<file path="config.mk">
export PLATFORM = sky130hd
export DESIGN_NAME = mem_stage_rdbuf
export DESIGN_NICKNAME = d
export VERILOG_FILES = /design/src/rtl/mem_stage_rdbuf_pkg.sv /design/src/rtl/mem_stage_rdbuf_fifo.sv /design/src/rtl/mem_stage_rdbuf.sv
export SDC_FILE = /design/constraint.sdc
export NUM_CORES = 1
export LEC_CHECK = 0
export ABC_AREA = 1
export BUFFER_PORTS_ARGS = -buffer_cell sky130_fd_sc_hd__clkbuf_2
export CORE_AREA = 2 2 237 239
export DETAILED_ROUTE_END_ITERATION = 6
export DIE_AREA = 0 0 239 241
export PLACE_DENSITY = 0.6
export SLEW_MARGIN = 20
export SYNTH_ARGS = -nofsm -noshare
export SYNTH_HDL_FRONTEND = slang
export SYNTH_HIERARCHICAL = 1
export SYNTH_SLANG_ARGS = --single-unit
</file>
<file path="constraint.sdc">
create_clock -name clk -period 3.8 [get_ports clk]
set_clock_uncertainty 0.2 [all_clocks]
set_input_delay 0.76 -clock clk [delete_from_list [all_inputs] [get_ports clk]]
set_output_delay 0.76 -clock clk [all_outputs]
set_load 0.1 [all_outputs]
</file>
<file path="src/rtl/mem_stage_rdbuf_pkg.sv">
// Shared constants for the memory stage:
//   - bit indices of the one-hot load/store op vector {lwr,lwl,lw,lhu,lh,lbu,lb,nonload}
//   - positions of the upstream exception flags and the CP0 exception codes they map to
//   - location of the pc inside the pass-through sideband
package mem_stage_rdbuf_pkg;

  // One-hot op vector bit indices.
  localparam int unsigned OpNonload = 0;
  localparam int unsigned OpLb      = 1;
  localparam int unsigned OpLbu     = 2;
  localparam int unsigned OpLh      = 3;
  localparam int unsigned OpLhu     = 4;
  localparam int unsigned OpLw      = 5;
  localparam int unsigned OpLwl     = 6;
  localparam int unsigned OpLwr     = 7;
  localparam int unsigned OpW       = 8;

  // Every op other than nonload waits for a response beat.
  localparam logic [OpW-1:0] LoadOpMask = 8'hFE;

  // Upstream exception flag positions.
  localparam int unsigned ExcBitSyscall   = 8;
  localparam int unsigned ExcBitRi        = 9;
  localparam int unsigned ExcBitTrap      = 10;
  localparam int unsigned ExcBitOv        = 11;
  localparam int unsigned ExcBitEret      = 12;
  localparam int unsigned ExcBitBreak     = 13;
  localparam int unsigned ExcBitAdes      = 14;
  localparam int unsigned ExcBitLoadAdel  = 15;
  localparam int unsigned ExcBitFetchAdel = 16;

  // CP0 exception codes.
  localparam logic [31:0] ExcCodeNone = 32'h00;
  localparam logic [31:0] ExcCodeInt  = 32'h01;
  localparam logic [31:0] ExcCodeAdel = 32'h04;
  localparam logic [31:0] ExcCodeAdes = 32'h05;
  localparam logic [31:0] ExcCodeSys  = 32'h08;
  localparam logic [31:0] ExcCodeBp   = 32'h09;
  localparam logic [31:0] ExcCodeRi   = 32'h0a;
  localparam logic [31:0] ExcCodeOv   = 32'h0c;
  localparam logic [31:0] ExcCodeTr   = 32'h0d;
  localparam logic [31:0] ExcCodeEret = 32'h0e;

  // CP0 Status bits.
  localparam int unsigned StatusIe  = 0;
  localparam int unsigned StatusExl = 1;

  // The pc occupies the low 32 bits of the sideband.
  localparam int unsigned MetaPcLsb = 0;

endpackage

</file>
<file path="src/rtl/mem_stage_rdbuf_fifo.sv">
// rdbuf_fifo: synchronous FIFO holding load response words.
//   clk, rst   clock, synchronous active-high reset
//   clr        empties the FIFO (pointers and count) on the next edge
//   push/wdata write a word; ignored when full
//   pop/rdata  rdata is the head entry; pop ignored when empty
//   count      number of stored entries
//   full/empty status flags
//   ovf        pulse: push attempted while full (beat dropped)
module rdbuf_fifo #(
  parameter int unsigned BUF_DEPTH = 2,
  parameter int unsigned DATA_W    = 32,
  localparam int unsigned PtrW = (BUF_DEPTH > 1) ? $clog2(BUF_DEPTH) : 1,
  localparam int unsigned CntW = $clog2(BUF_DEPTH + 1)
) (
  input  logic              clk,
  input  logic              rst,
  input  logic              clr,
  input  logic              push,
  input  logic [DATA_W-1:0] wdata,
  input  logic              pop,
  output logic [DATA_W-1:0] rdata,
  output logic [CntW-1:0]   count,
  output logic              full,
  output logic              empty,
  output logic              ovf
);

  logic [DATA_W-1:0] mem_q [BUF_DEPTH];
  logic [PtrW-1:0]   wr_ptr_q, wr_ptr_d;
  logic [PtrW-1:0]   rd_ptr_q, rd_ptr_d;
  logic [CntW-1:0]   count_q, count_d;
  logic              do_push, do_pop;

  // Pointers wrap modulo BUF_DEPTH, which need not fill the pointer width.
  function automatic logic [PtrW-1:0] ptr_inc(input logic [PtrW-1:0] p);
    return (p == PtrW'(BUF_DEPTH - 1)) ? '0 : p + PtrW'(1);
  endfunction

  assign full    = (count_q == CntW'(BUF_DEPTH));
  assign empty   = (count_q == '0);
  assign count   = count_q;
  assign rdata   = mem_q[rd_ptr_q];
  assign do_push = push & ~full;
  assign do_pop  = pop & ~empty;
  assign ovf     = push & full;

  always_comb begin
    wr_ptr_d = wr_ptr_q;
    rd_ptr_d = rd_ptr_q;
    count_d  = count_q;
    if (clr) begin
      wr_ptr_d = '0;
      rd_ptr_d = '0;
      count_d  = '0;
    end else begin
      if (do_push) wr_ptr_d = ptr_inc(wr_ptr_q);
      if (do_pop)  rd_ptr_d = ptr_inc(rd_ptr_q);
      case ({do_push, do_pop})
        2'b10:   count_d = count_q + CntW'(1);
        2'b01:   count_d = count_q - CntW'(1);
        default: count_d = count_q;
      endcase
    end
  end

  always_ff @(posedge clk) begin
    if (rst) begin
      wr_ptr_q <= '0;
      rd_ptr_q <= '0;
      count_q  <= '0;
    end else begin
      wr_ptr_q <= wr_ptr_d;
      rd_ptr_q <= rd_ptr_d;
      count_q  <= count_d;
    end
  end

  always_ff @(posedge clk) begin
    if (do_push && !clr) mem_q[wr_ptr_q] <= wdata;
  end

endmodule

</file>
<file path="src/rtl/mem_stage_rdbuf.sv">
// mem_stage_rdbuf: memory pipeline stage between the load response path and write-back.
// Holds one instruction, buffers load responses, aligns load data and prioritises exceptions.
//   clk, rst, flush                  clock, sync active-high reset, pipeline flush
//   in_valid/in_ready, in_*          instruction from the previous stage
//   rsp_valid, rsp_data              load response beats
//   cp0_status, cp0_cause            live CP0 state for interrupt detection
//   out_valid/out_ready, out_*       result to write-back (out_* read 0 while stage is empty)
//   buf_ovf                          sticky: a response beat was dropped on a full buffer
// Alignment logic is written for DATA_W = 32.
module mem_stage_rdbuf
  import mem_stage_rdbuf_pkg::*;
#(
  parameter int unsigned DATA_W    = 32,
  parameter int unsigned BUF_DEPTH = 2,
  parameter int unsigned META_W    = 160
) (
  input  logic              clk,
  input  logic              rst,
  input  logic              flush,
  input  logic              in_valid,
  output logic              in_ready,
  input  logic [7:0]        in_op,
  input  logic [31:0]       in_addr,
  input  logic [DATA_W-1:0] in_rt_old,
  input  logic              in_we,
  input  logic [4:0]        in_waddr,
  input  logic [31:0]       in_exc,
  input  logic [META_W-1:0] in_meta,
  input  logic              rsp_valid,
  input  logic [DATA_W-1:0] rsp_data,
  input  logic [31:0]       cp0_status,
  input  logic [31:0]       cp0_cause,
  output logic              out_valid,
  input  logic              out_ready,
  output logic              out_we,
  output logic [4:0]        out_waddr,
  output logic [DATA_W-1:0] out_wdata,
  output logic [31:0]       out_exccode,
  output logic [META_W-1:0] out_meta,
  output logic              buf_ovf
);

  localparam int unsigned CntW = $clog2(BUF_DEPTH + 1);

  logic              stage_valid_q, stage_valid_d;
  logic [7:0]        op_q;
  logic [31:0]       addr_q;
  logic [DATA_W-1:0] rt_old_q;
  logic              we_q;
  logic [4:0]        waddr_q;
  logic [31:0]       exc_q;
  logic [META_W-1:0] meta_q;
  logic              buf_ovf_q;

  logic              is_load, accept, retire, bypass;
  logic              fifo_push, fifo_pop, fifo_full, fifo_empty, fifo_ovf;
  logic [DATA_W-1:0] fifo_rdata, load_data;
  logic [CntW-1:0]   fifo_count;
  logic [31:0]       exccode, pc;

  function automatic logic [31:0] align_load(input logic [7:0] op, input logic [31:0] addr,
                                             input logic [31:0] data, input logic [31:0] rt_old);
    logic [1:0]  a;
    logic [7:0]  b;
    logic [15:0] h;
    logic [31:0] mask;
    logic [31:0] res;
    a    = addr[1:0];
    b    = 8'(data >> {a, 3'b000});
    h    = a[1] ? data[31:16] : data[15:0];
    mask = '0;
    res  = addr;
    unique case (1'b1)
      op[OpLb]:  res = {{24{b[7]}}, b};
      op[OpLbu]: res = {24'h0, b};
      op[OpLh]:  res = a[0] ? '0 : {{16{h[15]}}, h};
      op[OpLhu]: res = a[0] ? '0 : {16'h0, h};
      op[OpLw]:  res = data;
      op[OpLwl]: begin
        // Shift by 3-a bytes; ~a equals 3-a for a 2-bit offset.
        mask = 32'hFFFF_FFFF << {~a, 3'b000};
        res  = (data << {~a, 3'b000}) | (rt_old & ~mask);
      end
      op[OpLwr]: begin
        mask = 32'hFFFF_FFFF >> {a, 3'b000};
        res  = (data >> {a, 3'b000}) | (rt_old & ~mask);
      end
      default:   res = addr;
    endcase
    return res;
  endfunction

  function automatic logic [31:0] exc_prio(input logic [31:0] exc, input logic [31:0] status,
                                           input logic [31:0] cause);
    logic [31:0] code;
    if ((|(cause[15:8] & status[15:8])) && !status[StatusExl] && status[StatusIe]) begin
      code = ExcCodeInt;
    end else if (exc[ExcBitFetchAdel]) code = ExcCodeAdel;
    else if (exc[ExcBitRi])            code = ExcCodeRi;
    else if (exc[ExcBitSyscall])       code = ExcCodeSys;
    else if (exc[ExcBitBreak])         code = ExcCodeBp;
    else if (exc[ExcBitTrap])          code = ExcCodeTr;
    else if (exc[ExcBitOv])            code = ExcCodeOv;
    else if (exc[ExcBitEret])          code = ExcCodeEret;
    else if (exc[ExcBitAdes])          code = ExcCodeAdes;
    else if (exc[ExcBitLoadAdel])      code = ExcCodeAdel;
    else                               code = ExcCodeNone;
    return code;
  endfunction

  // Handshake and response routing. A response that arrives while the
  // waiting load retires goes straight through (bypass) instead of the FIFO.
  assign is_load   = |(op_q & LoadOpMask);
  assign bypass    = rsp_valid & fifo_empty;
  assign out_valid = stage_valid_q & (~is_load | ~fifo_empty | bypass);
  assign retire    = out_valid & out_ready;
  assign in_ready  = ~stage_valid_q | retire;
  assign accept    = in_valid & in_ready & ~flush;
  assign load_data = fifo_empty ? rsp_data : fifo_rdata;
  assign fifo_pop  = retire & is_load & ~fifo_empty & ~flush;
  assign fifo_push = rsp_valid & ~flush & ~(retire & is_load & fifo_empty);

  always_comb begin
    stage_valid_d = stage_valid_q;
    if (flush)       stage_valid_d = 1'b0;
    else if (accept) stage_valid_d = 1'b1;
    else if (retire) stage_valid_d = 1'b0;
  end

  always_ff @(posedge clk) begin
    if (rst) begin
      stage_valid_q <= 1'b0;
      op_q          <= '0;
      addr_q        <= '0;
      rt_old_q      <= '0;
      we_q          <= 1'b0;
      waddr_q       <= '0;
      exc_q         <= '0;
      meta_q        <= '0;
      buf_ovf_q     <= 1'b0;
    end else begin
      stage_valid_q <= stage_valid_d;
      if (accept) begin
        op_q     <= in_op;
        addr_q   <= in_addr;
        rt_old_q <= in_rt_old;
        we_q     <= in_we;
        waddr_q  <= in_waddr;
        exc_q    <= in_exc;
        meta_q   <= in_meta;
      end
      if (fifo_ovf) buf_ovf_q <= 1'b1;
    end
  end

  rdbuf_fifo #(
    .BUF_DEPTH (BUF_DEPTH),
    .DATA_W    (DATA_W)
  ) u_fifo (
    .clk   (clk),
    .rst   (rst),
    .clr   (flush),
    .push  (fifo_push),
    .wdata (rsp_data),
    .pop   (fifo_pop),
    .rdata (fifo_rdata),
    .count (fifo_count),
    .full  (fifo_full),
    .empty (fifo_empty),
    .ovf   (fifo_ovf)
  );

  assign pc      = meta_q[MetaPcLsb +: 32];
  assign exccode = (stage_valid_q && pc != '0) ? exc_prio(exc_q, cp0_status, cp0_cause)
                                               : ExcCodeNone;

  always_comb begin
    out_we      = stage_valid_q & we_q & (exccode == ExcCodeNone);
    out_waddr   = stage_valid_q ? waddr_q : '0;
    out_wdata   = stage_valid_q ? DATA_W'(align_load(op_q, addr_q, 32'(load_data),
                                                     32'(rt_old_q))) : '0;
    out_exccode = exccode;
    out_meta    = stage_valid_q ? meta_q : '0;
    buf_ovf     = buf_ovf_q;
  end

endmodule

</file>
# [After elaboration in Yosys (flattened, before gate mapping)]
# Memories as Yosys holds them, arrays and structs flattened. A register that Yosys moved wholly into a read port is not among the register bits.
# Index checks and enable logic that the tools add are counted.
[word_totals] register_bits=261 ramBits=64 in_bits=372 out_inout_bits=233 elab_cells=99 mem_count=1
[classes] add_sub_neg=4 n_eq_ne=3 shifts=4 n_mux=28 n_bitwise=33 reduce_logical=14
[mem_list] memory="u_fifo.mem_q" depth=2 width=32 read_ports=1 rd_clocked_by_memory_dff=1 wr=1 line_no="mem_stage_rdbuf_fifo.sv:28" text="logic [DATA_W-1:0] mem_q [BUF_DEPTH];"
[op_table] operator="one-hot mux 32 bit (7 select lines)" n=1
[op_table] operator="2-to-1 mux 160 bit" n=1
[op_table] operator="2-to-1 mux 32 bit" n=4
[op_table] operator="AND 32 bit" n=2
[op_table] operator="inverter 32 bit" n=2
[op_table] operator="bitwise OR 32 bit" n=2
[op_table] operator="zero test 32 bit" n=1
[op_table] operator="2-to-1 mux 16 bit" n=2
[op_table] operator="2-to-1 mux 4 bit" n=8
[op_table] operator="nonzero test 32 bit" n=1
[op_table] operator="<< shifter 32 x 5 -> 32 bit" n=1
[op_table] operator="<< shifter 32 x 5 -> 32 bit, first input constant" n=1
[op_table] operator=">> shifter 32 x 5 -> 32 bit" n=1
[op_table] operator=">> shifter 32 x 5 -> 32 bit, first input constant" n=1
[op_table] operator="AND 1 bit" n=16
[op_table] operator="AND 8 bit" n=1
[op_table] operator="2-to-1 mux 1 bit" n=8
[op_table] operator="OR reduction 8 bit" n=1
[op_table] operator="OR reduction 7 bit" n=1
[op_table] operator="2-to-1 mux 3 bit" n=2
[op_table] operator="inverter 1 bit" n=6
[op_table] operator="2-to-1 mux 5 bit" n=1
[op_table] operator="equality test 2 bit, second input constant" n=2
[op_table] operator="logical AND 1 bit" n=4
[op_table] operator="11 further kinds" n=16

# [Longest topological paths before layout]
# Gate-level depths: netlist of the first run.
[depth] word_depth=14 ltp_mapped=19 ltp_nobuf=17

# [By module]
# Netlist of the first run, hierarchy kept.
[by_module_without_submodules] mod="mem_stage_rdbuf" instances=1 cells_each=2678 area_each_um2=14794.2 seq_area_each_um2=4964.8
[by_module_without_submodules] mod="rdbuf_fifo" instances=1 cells_each=142 area_each_um2=2752.6 seq_area_each_um2=2021.9

# [Least setup slack after synthesis of the first run]
# No wires, ideal clock.
[synth_path] kind="input -> output" from="input cp0_cause[13]" to="output out_we" t_arrival_ps=3373 required_ps=2840 setup_slack_ps=-533 cell_stages=8 n_path_buf=0 cell_sequence="nand2_1 -> nand2_1 -> nor2_1 -> nand2_1 -> nand2_1 -> nand2_1 -> nor2_1 -> nor2_1"
[synth_between] elab_chain_len=8
[synth_lines] element="start, declared" line_no="mem_stage_rdbuf.sv:32" text="input logic [31:0] cp0_cause,"
[synth_lines] element="AND 8 bit" line_no="mem_stage_rdbuf.sv:96" text="if ((|(cause[15:8] & status[15:8])) && !status[StatusExl] && status[StatusIe]) begin"
[synth_lines] element="OR reduction 8 bit" line_no="mem_stage_rdbuf.sv:96"
[synth_lines] element="logical AND 1 bit (2 in series)" line_no="mem_stage_rdbuf.sv:96"
[synth_lines] element="2-to-1 mux 4 bit" line_no="mem_stage_rdbuf.sv:96"
[synth_lines] element="2-to-1 mux 32 bit" line_no="mem_stage_rdbuf.sv:174" text="assign exccode = (stage_valid_q && pc != '0) ? exc_prio(exc_q, cp0_status, cp0_cause)"
[synth_lines] element="via out_exccode[3]" line_no="mem_stage_rdbuf.sv:38" text="output logic [31:0] out_exccode,"
[synth_lines] element="zero test 32 bit" line_no="mem_stage_rdbuf.sv:178" text="out_we = stage_valid_q & we_q & (exccode == ExcCodeNone);"
[synth_lines] element="AND 1 bit" line_no="mem_stage_rdbuf.sv:178"
[synth_lines] element="end, declared" line_no="mem_stage_rdbuf.sv:35" text="output logic out_we,"
# The timed path passes the listed nets, and every way through them passes these cells.

# [Worst setup path in the final report of the first run]
[layout_path] from="register op_q[3]" to="output out_wdata[2]"
[layout_between] elab_chain_len=2
[layout_lines] element="start, declared" line_no="mem_stage_rdbuf.sv:46" text="logic [7:0] op_q;"
[layout_lines] element="start signal, assigned" line_no="mem_stage_rdbuf.sv:144" text="op_q <= in_op;"
[layout_lines] element="one-hot mux 32 bit (7 select lines)" line_no="mem_stage_rdbuf.sv:73" text="unique case (1'b1)"
[layout_lines] element="2-to-1 mux 32 bit" line_no="mem_stage_rdbuf.sv:180" text="out_wdata = stage_valid_q ? DATA_W'(align_load(op_q, addr_q, 32'(load_data),"
[layout_lines] element="end, declared" line_no="mem_stage_rdbuf.sv:37" text="output logic [DATA_W-1:0] out_wdata,"
# No other way between the ends.

==> results of run 1 <==
path summary, 6_finish.rpt:
check,to,slack (ns),depth (start not counted),start
max,out_wdata[2],0.11,8,op_q[3]
min,u_fifo/mem_q[0][0],0.20,1,rsp_data[0]
max reg2reg,u_fifo/count[1],0.78,17,op_q[3]
min reg2reg,buf_ovf,0.27,2,buf_ovf
stage by stage:
step | cells | hold WS, ns
after floorplan | 2847 | 0.252
after global placement | 3936 | 0.250
after detailed placement | 3936 | 0.261
after CTS | 4006 | 0.168
after global routing | 4020 | 0.184
final | 4020 | 0.203
power by group:
group / total (mW) / leakage [nW] / internal (mW) / switching (mW)
logic: 2.16 / 9.83 / 0.641 / 1.52
clock network: 3.91 / 0.651 / 2.38 / 1.53
registers: 3.75 / 2.67 / 3.63 / 0.116
total: 9.82 / 13.1 / 6.65 / 3.17
flip-flops by register name, indices dropped and copies added (netlist names), named ones only:
signal           cells
meta_q             160
buf_ovf              1
waddr_q              5
u_fifo/wr_ptr_q      1
u_fifo/rd_ptr_q      1
op_q                 7
addr_q              32
u_fifo/mem_q        64
u_fifo/count         2
exc_q                9
rt_old_q            32
stage_valid_q        1
we_q                 1
area by class of cell:
cell class | instances | area [µm²] | share of cell area
flip-flops and latches | 317 | 7000 | 0.307
diodes | 1 | 2.50 | 0.000110
inverters | 427 | 1610 | 0.0708
clock buffers | 54 | 1100 | 0.0484
clock inverters | 16 | 229 | 0.0100
well taps | 704 | 881 | 0.0386
repair buffers | 574 | 3820 | 0.168
multi-input cells | 1927 | 8160 | 0.358
cell usage after synthesis, types with 2 or more instances:
cell type / count / area, µm²
a21oi_1: 51 / 255
a22oi_1: 6 / 45.0
buf_1: 8 / 30.0
buf_12: 3 / 60.1
buf_2: 37 / 185
buf_4: 30 / 225
buf_6: 24 / 270
clkbuf_1: 74 / 278
clkinv_1: 2 / 7.51
dfxtp_1: 253 / 5060
edfxtp_1: 64 / 1920
inv_1: 420 / 1580
inv_2: 5 / 18.8
mux2_2: 2 / 22.5
mux2_4: 30 / 450
nand2_1: 958 / 3600
nand3_1: 114 / 571
nand3b_1: 6 / 45.0
nand4_1: 2 / 12.5
nor2_1: 641 / 2410
nor2_2: 5 / 31.3
nor2_4: 2 / 22.5
nor3_1: 14 / 70.1
o21ai_0: 59 / 295
layer usage:
layer	track usage	wire [µm]
met5	0	80
met4	0.0769	2120
met3	0.0604	4850
met2	0.359	30100
met1	0.241	25200
timing repair:
item	in CTS	in global routing
setup endpoints to repair	30	32
resized for setup	8	24
pin swaps	0	2
gates cloned	0	2
buffers inserted	0	11
cells by family after synthesis:
logic type	count (synthesis)	share of synthesized area
xor gates and xnor gates	1	0.000499
adders and majority gates	1	0.000713
buffers and inverters	603	0.151
other	1	0.000214
AOI/OAI and AO/OA	118	0.0352
and+or+nand+nor	1747	0.387
DFF	317	0.398
muxes	32	0.0270
==> impl_metrics.env, run 1 <==
export IMPL_leakagePower_nw=13.1
export IMPL_grt_ovfl_total=0
export IMPL_synth_area_mm2=0.0175
export IMPL_area_growth_pct=29.9
export IMPL_synth_async_reset_ratio=0
export IMPL_finalWirelength_um=62400
export IMPL_cp_start_kind="flop"
export IMPL_hold_buffers=0
export IMPL_path_max_fanout=59
export IMPL_synthCells=2820
export IMPL_p_per_area_mw_per_mm2=431
export IMPL_tightest_slew_ns=0.784
export IMPL_postLayoutCellArea_mm2=0.0228
export IMPL_drc=0
export IMPL_first_pass_iters=7
export IMPL_p_total_mw=9.82
export IMPL_grtUsageTotal=0.207
export IMPL_cts_path_max_buffers=3
export IMPL_fmax_mhz=271
export IMPL_drt_iter0_drc=1012
export IMPL_critical_path_cell_chain="nor2_4, nand2_1, nor2_2, clkinv_1, buf_12, o21ai_0, a21oi_2, buf_12"
export IMPL_status="finished, final reports clean"
export IMPL_min_path_type="input port to flop"
export IMPL_cp_top_family="compound AO/OA/AOI/OAI gates"
export IMPL_cts_tree="done"
export IMPL_layout_common_cells="nand2_1, nor2_1, clkbuf_2"
export IMPL_ys_seq_area_frac=0.398
export IMPL_num_nets_final=3660
export IMPL_place_congestion=0.939
export IMPL_required_ns=2.84
export IMPL_ys_flop_type="dfxtp_1"
export IMPL_vias=17600
export IMPL_crit_buf_inv=3
export IMPL_port_buffers=506
export IMPL_initial_core_util=0.320
export IMPL_drv_slew=0
export IMPL_cp_common_cell="buf_12"
export IMPL_synth_warnings=6
export IMPL_fp_dieArea_mm2=0.0576
export IMPL_ctsHtreeMaxLevel=2
export IMPL_layout_setup_ws_ns=0.106
export IMPL_post_route_period_util=0.972
export IMPL_arrival_ns=2.73
export IMPL_relSlewSlack=0.478
export IMPL_drive_above_1_share=0.221
export IMPL_io_pins=605
export IMPL_coreArea_mm2=0.0549
export IMPL_ir_drop_mv=0.374
export IMPL_cts_reportedPaths_clkPinSlew_ns=0.06
export IMPL_synth_seq_cells=317
export IMPL_dpl_hpwl_um=46900
export IMPL_grt_pass1_vias=16300
export IMPL_place_area_mm2=0.0213
export IMPL_synth_edff_count=64
export IMPL_cp_slowest_stage_delay_ns=0.53
export IMPL_root_buffer="clkbuf_16"
export IMPL_grt_max_degree=119
export IMPL_crit_slowest_cell="o21ai_0"
export IMPL_n_fill_cell=5890
export IMPL_finalHoldViolations=0
export IMPL_layout_min_cycle_time_ns=3.69
export IMPL_ys_types=34
export IMPL_cts_buffers=40
export IMPL_grt_pass1_wl_um=91700
export IMPL_cts_sinks=317
export IMPL_max_cap_violations=0
export IMPL_die_height_um=241
export IMPL_final_core_util=0.416
export IMPL_timing_setup_tns_ns=0
export IMPL_rsz0062_at_grt="true"
export IMPL_antenna_found_initial=7
export IMPL_clk_latency_ns=0.57
export IMPL_postRouteAntennaNets=0
export IMPL_layout_commonest_cell="nand2_1"
export IMPL_die_x_um=239
export IMPL_viasPerCell=4.38
export IMPL_setup_viol_count_final=0
export IMPL_pre_cts_slack_ns=0.385
export IMPL_row_count=86
export IMPL_wl_per_cell_um=15.5
export IMPL_syn_area_per_cell_um2=6.22
export IMPL_crit_type="flop to output port"
export IMPL_critPathCaptureType="output port"
No activity file was read; power rests on OpenSTA's default activity.
==> run 2: changes to the inputs <==
Settings changed: PLACE_DENSITY 0.6 to 0.54.
==> run 2 against run 1 <==
Sequential share of layout area is 0.13 points higher. Global-route usage is 0.75 points higher. Design area is 0.43% lower. Highest routed layer unchanged.
==> impl_metrics.env, run 2 (synthesis gave the netlist of run 1 again) <==
export IMPL_crit_type="flop to output port"
export IMPL_path_max_fanout=12
export IMPL_antenna_found_initial=6
export IMPL_largest_register_ffs=160
export IMPL_root_buffer="clkbuf_16"
export IMPL_port_buffers=506
export IMPL_top_register="meta_q"
export IMPL_io_pins=605
export IMPL_drt_iter0_drc=1208
export IMPL_die_x_um=239
export IMPL_wl_per_cell_um=15.8
export IMPL_status="finished, final reports clean"
export IMPL_rrSetupSlack_ns=0.67
export IMPL_layout_min_cycle_time_ns=3.67
export IMPL_grt_max_degree=98
export IMPL_drv_slew=0
export IMPL_viasPerCell=4.39
export IMPL_grt_ovfl_total=0
export IMPL_ir_drop_mv=0.324
export IMPL_fp_dieArea_mm2=0.0576
export IMPL_place_congestion=0.966
export IMPL_rsz0062_at_grt="false"
export IMPL_fmax_mhz=273
export IMPL_die_height_um=241
export IMPL_cts_path_max_buffers=3
export IMPL_grtUsageTotal=0.214
export IMPL_layout_commonest_cell="nand2_1"
export IMPL_tightest_slew_ns=0.655
export IMPL_ctsHtreeMaxLevel=2
export IMPL_cp_start_kind="flop"
export IMPL_hold_worst_slack_ns=0.197
export IMPL_finalHoldViolations=0
export IMPL_area_growth_pct=29.4
export IMPL_clk_latency_ns=0.58
export IMPL_layout_common_cells="nand2_1, nor2_1, clkbuf_2"
export IMPL_timing_setup_tns_ns=0
export IMPL_cts_buffers=40
export IMPL_vias=17700
export IMPL_arrival_ns=2.71
export IMPL_required_ns=2.84
export IMPL_max_cap_violations=0
export IMPL_initial_core_util=0.320
export IMPL_grt_pass1_vias=16600
export IMPL_relSlewSlack=0.563
export IMPL_critPathCaptureType="output port"
export IMPL_p_per_area_mw_per_mm2=429
export IMPL_drc=0
export IMPL_dpl_hpwl_um=47600
export IMPL_drive_above_1_share=0.219
export IMPL_row_count=86
export IMPL_top_regs="meta_q x160, u_fifo/mem_q x64"
export IMPL_cts_sinks=317
export IMPL_grt_pass1_wl_um=95000
export IMPL_finalWirelength_um=63500
export IMPL_coreArea_mm2=0.0549
export IMPL_min_path_type="input port to flop"
export IMPL_cts_tree="done"
export IMPL_postRouteAntennaNets=0
export IMPL_num_nets_final=3657
export IMPL_leakagePower_nw=13.1
export IMPL_post_route_period_util=0.965
export IMPL_cts_reportedPaths_clkPinSlew_ns=0.06
export IMPL_first_pass_iters=5
export IMPL_setup_viol_count_final=0
==> run 2: area by class of cell <==
cell class,instances,area (µm²)
Clock buffer,60,1160
Tap cell,704,881
Sequential cell,317,7000
Multi-Input combinational cell,1927,8160
Antenna cell,3,7.51
Clock inverter,13,139
Timing Repair Buffer,571,3750
Inverter,427,1610
Fill cell,6028,32200
==> run 2: per-layer routing <==
metal	track usage	up-vias	share of wire
met5	0	-	0.00039
li1	-	9195	-
met2	0.356	557	0.47
met4	0.0830	4	0.035
met1	0.263	7797	0.41
met3	0.0612	111	0.086
==> run 2: worst max-delay path, stage by stage (launching register included) <==
cell     delay [ns]
dfxtp_4        0.40
buf_12         0.17
mux2_4         0.31
nand2_1        0.08
nand2_1        0.22
a21oi_1        0.20
nand2_1        0.06
nand2_1        0.05
nand3_1        0.19
nor2_2         0.20
nor2_2         0.07
buf_12         0.18
==> run 2: repair_timing <==
action | in CTS | in global routing
buffers inserted | 0 | 2
resized for setup | 8 | 15
hold buffers | 0 | 0
cloned | 1 | 0
endpoints found under the hold margin | 0 | 0
pin swaps | 0 | 1
setup endpoints to repair | 24 | 29
==> run 2: where the power goes <==
part           leakage, nW  internal (mW)  switching [mW]  total [mW]
logic                 9.80          0.640            1.54        2.18
registers             2.67           3.63           0.111        3.74
clock network        0.625           2.25            1.57        3.82
==> run 2: path summary, 6_finish.rpt <==
kind / start / endpoint / cells after the start
setup / recovery: flop / out_wdata[12] / 11
setup reg to reg: u_fifo/count[0] / u_fifo/mem_q[1][30] / 14
hold / removal: rsp_data[12] / u_fifo/mem_q[0][12] / 1
hold reg to reg: waddr_q[3] / waddr_q[3] / 2
==> run 2: per-stage QoR <==
stage / utilization / cells / setup WS [ns] / instance area, µm² / total power [mW]
3_5_place_dp: 0.388 / 3943 / 0.304 / 21300 / 5.97
5_1_grt: 0.414 / 4020 / 0.00344 / 22700 / 10.2
3_3_place_gp: 0.388 / 3943 / 0.330 / 21300 / 5.97
6_report: 0.414 / 4022 / 0.133 / 22700 / 9.74
4_1_cts: 0.412 / 4017 / 0.00604 / 22600 / 9.85
2_1_floorplan: - / 2847 / 0.0518 / 17700 / 5.29
==> run 3: changes to the inputs <==
Settings changed: CORE_AREA 2 2 237 239 to 2 2 238 240, DIE_AREA 0 0 239 241 to 0 0 240 242, PLACE_DENSITY 0.54 to 0.52, SLEW_MARGIN 20 to not set.
Clock period 3.8 ns to 3.6 ns, I/O delays scaled along.
==> run 3 against run 2 <==
Sequential share of layout area shrank 0.52 points. Register-to-register slack improved by 0.09 ns. Combinational power increased by 8%. Design area rose by 1.8%. Hold slack worse by 0.028 ns. Core utilization rose by 0.081 points. Non-clock buffer count is 1 higher. Worst setup slack worse by 0.034 ns. Global-route usage decreased by 0.25 points. Largest cell class unchanged. Largest power group unchanged. Highest routed layer unchanged.
==> impl_metrics.env, run 3 (synthesis gave the netlist of run 1 again) <==
export IMPL_status="finished, final reports clean"
export IMPL_critical_path_cell_chain="nor2_4, buf_8, nand2_2, nand3_2, nand2_2, o21ai_2, buf_6, nand2_4, nand2_4, buf_6, nor2_1, nor2_2, buf_12"
export IMPL_vias=17400
export IMPL_drive_above_1_share=0.237
export IMPL_rsz0062_at_grt="true"
export IMPL_final_core_util=0.415
export IMPL_fp_dieArea_mm2=0.0581
export IMPL_root_buffer="clkbuf_16"
export IMPL_cts_reportedPaths_clkPinSlew_ns=0.06
export IMPL_viasPerCell=4.28
export IMPL_required_ns=2.68
export IMPL_cp_start_kind="flop"
export IMPL_cts_tree="done"
export IMPL_path_max_fanout=7
export IMPL_layout_common_cells="nand2_1, nor2_1, clkbuf_2"
export IMPL_cts_sinks=317
export IMPL_cp_top_family="simple AND/OR/NAND/NOR gates"
export IMPL_cp_slowest_stage_delay_ns=0.36
export IMPL_cts_buffers=40
export IMPL_antenna_found_initial=8
export IMPL_crit_buf_inv=4
export IMPL_ir_drop_mv=0.341
export IMPL_p_total_mw=10.3
export IMPL_coreArea_mm2=0.0557
export IMPL_grtUsageTotal=0.212
export IMPL_min_path_type="input port to flop"
export IMPL_hold_buffers=0
export IMPL_top_regs="meta_q x160, u_fifo/mem_q x64"
export IMPL_top_register="meta_q"
export IMPL_post_route_period_util=0.973
export IMPL_leakagePower_nw=13.2
export IMPL_critPathCaptureType="output port"
export IMPL_wl_per_cell_um=15.6
export IMPL_dpl_hpwl_um=46600
export IMPL_layout_commonest_cell="nand2_1"
export IMPL_place_congestion=0.937
export IMPL_grt_pass1_wl_um=95500
export IMPL_crit_cells=13
export IMPL_timing_setup_tns_ns=0
export IMPL_port_buffers=506
export IMPL_crit_type="flop to output port"
export IMPL_die_x_um=240
export IMPL_crit_slowest_cell="dfxtp_4"
export IMPL_largest_register_ffs=160
export IMPL_ctsHtreeMaxLevel=2
export IMPL_drt_iter0_drc=1069
export IMPL_row_count=87
export IMPL_finalWirelength_um=63300
export IMPL_layout_min_cycle_time_ns=3.50
export IMPL_clk_latency_ns=0.56
export IMPL_postRouteAntennaNets=0
export IMPL_area_growth_pct=31.7
export IMPL_num_nets_final=3658
export IMPL_grt_pass1_vias=16600
export IMPL_arrival_ns=2.58
export IMPL_die_height_um=242
export IMPL_cts_path_max_buffers=3
export IMPL_setup_viol_count_final=0
export IMPL_relSlewSlack=0.582
export IMPL_fmax_mhz=286
export IMPL_drc=0
export IMPL_n_fill_cell=6192
export IMPL_p_per_area_mw_per_mm2=446
export IMPL_io_pins=605
export IMPL_finalHoldViolations=0
export IMPL_ff2ff_path_depth=13
export IMPL_initial_core_util=0.315
export IMPL_num_antenna_cells=0
export IMPL_first_pass_iters=6
export IMPL_grt_max_degree=109
export IMPL_tightest_slew_ns=0.630
export IMPL_holdPathStages=1
export IMPL_drv_slew=0
export IMPL_max_cap_violations=0
export IMPL_grt_ovfl_total=0
[run 3: final timing paths]
| check | slack [ns] | from | endpoint |
|---|---|---|---|
| setup / recovery | 0.1 | u_fifo/count[1] | out_wdata[28] |
| hold reg to reg | 0.27 | buf_ovf | buf_ovf |
| setup reg to reg | 0.76 | op_q[4] | u_fifo/mem_q[0][7] |
| hold / removal | 0.17 | rsp_data[3] | u_fifo/mem_q[1][3] |
[run 3: cell type report]
| type | count | area [µm²] | area share |
|---|---|---|---|
| Multi-Input combinational cell | 1927 | 8380 | 0.363 |
| Sequential cell | 317 | 7000 | 0.303 |
| Timing Repair Buffer | 572 | 3870 | 0.168 |
| Inverter | 427 | 1620 | 0.0701 |
| Clock buffer | 55 | 1170 | 0.0506 |
| Tap cell | 756 | 946 | 0.0409 |
| Clock inverter | 14 | 110 | 0.00477 |
[run 3: stage by stage]
| step | setup slack, ns | area (µm²) | cells | hold slack [ns] |
|---|---|---|---|---|
| detailed placement | 0.361 | 21400 | 3991 | 0.262 |
| finish | 0.0982 | 23100 | 4068 | 0.169 |
| global route | -0.0536 | 23100 | 4068 | 0.155 |
| global placement | 0.328 | 21400 | 3991 | 0.252 |
| CTS | 0.00562 | 22800 | 4064 | 0.131 |
| floorplan | 0.0359 | 17800 | 2847 | 0.252 |
[run 3: per-layer routing]
metal / track usage / up-vias / share of wire
met5: 0 / - / 0.0013
met4: 0.0705 / 14 / 0.034
met3: 0.0621 / 118 / 0.084
met2: 0.354 / 506 / 0.47
met1: 0.259 / 7577 / 0.41
li1: - / 9204 / -
[run 3: repair_timing]
item	in CTS	in global routing
gates resized for setup	25	77
gates cloned	1	2
buffers inserted	3	2
setup endpoints to repair	31	30
pin swaps	3	14
[run 3: where the power goes]
part	switching (mW)	internal [mW]	total, mW	leakage (nW)
clock network	1.65	2.34	3.98	0.640
logic	1.65	0.714	2.36	9.89
registers	0.118	3.83	3.95	2.67
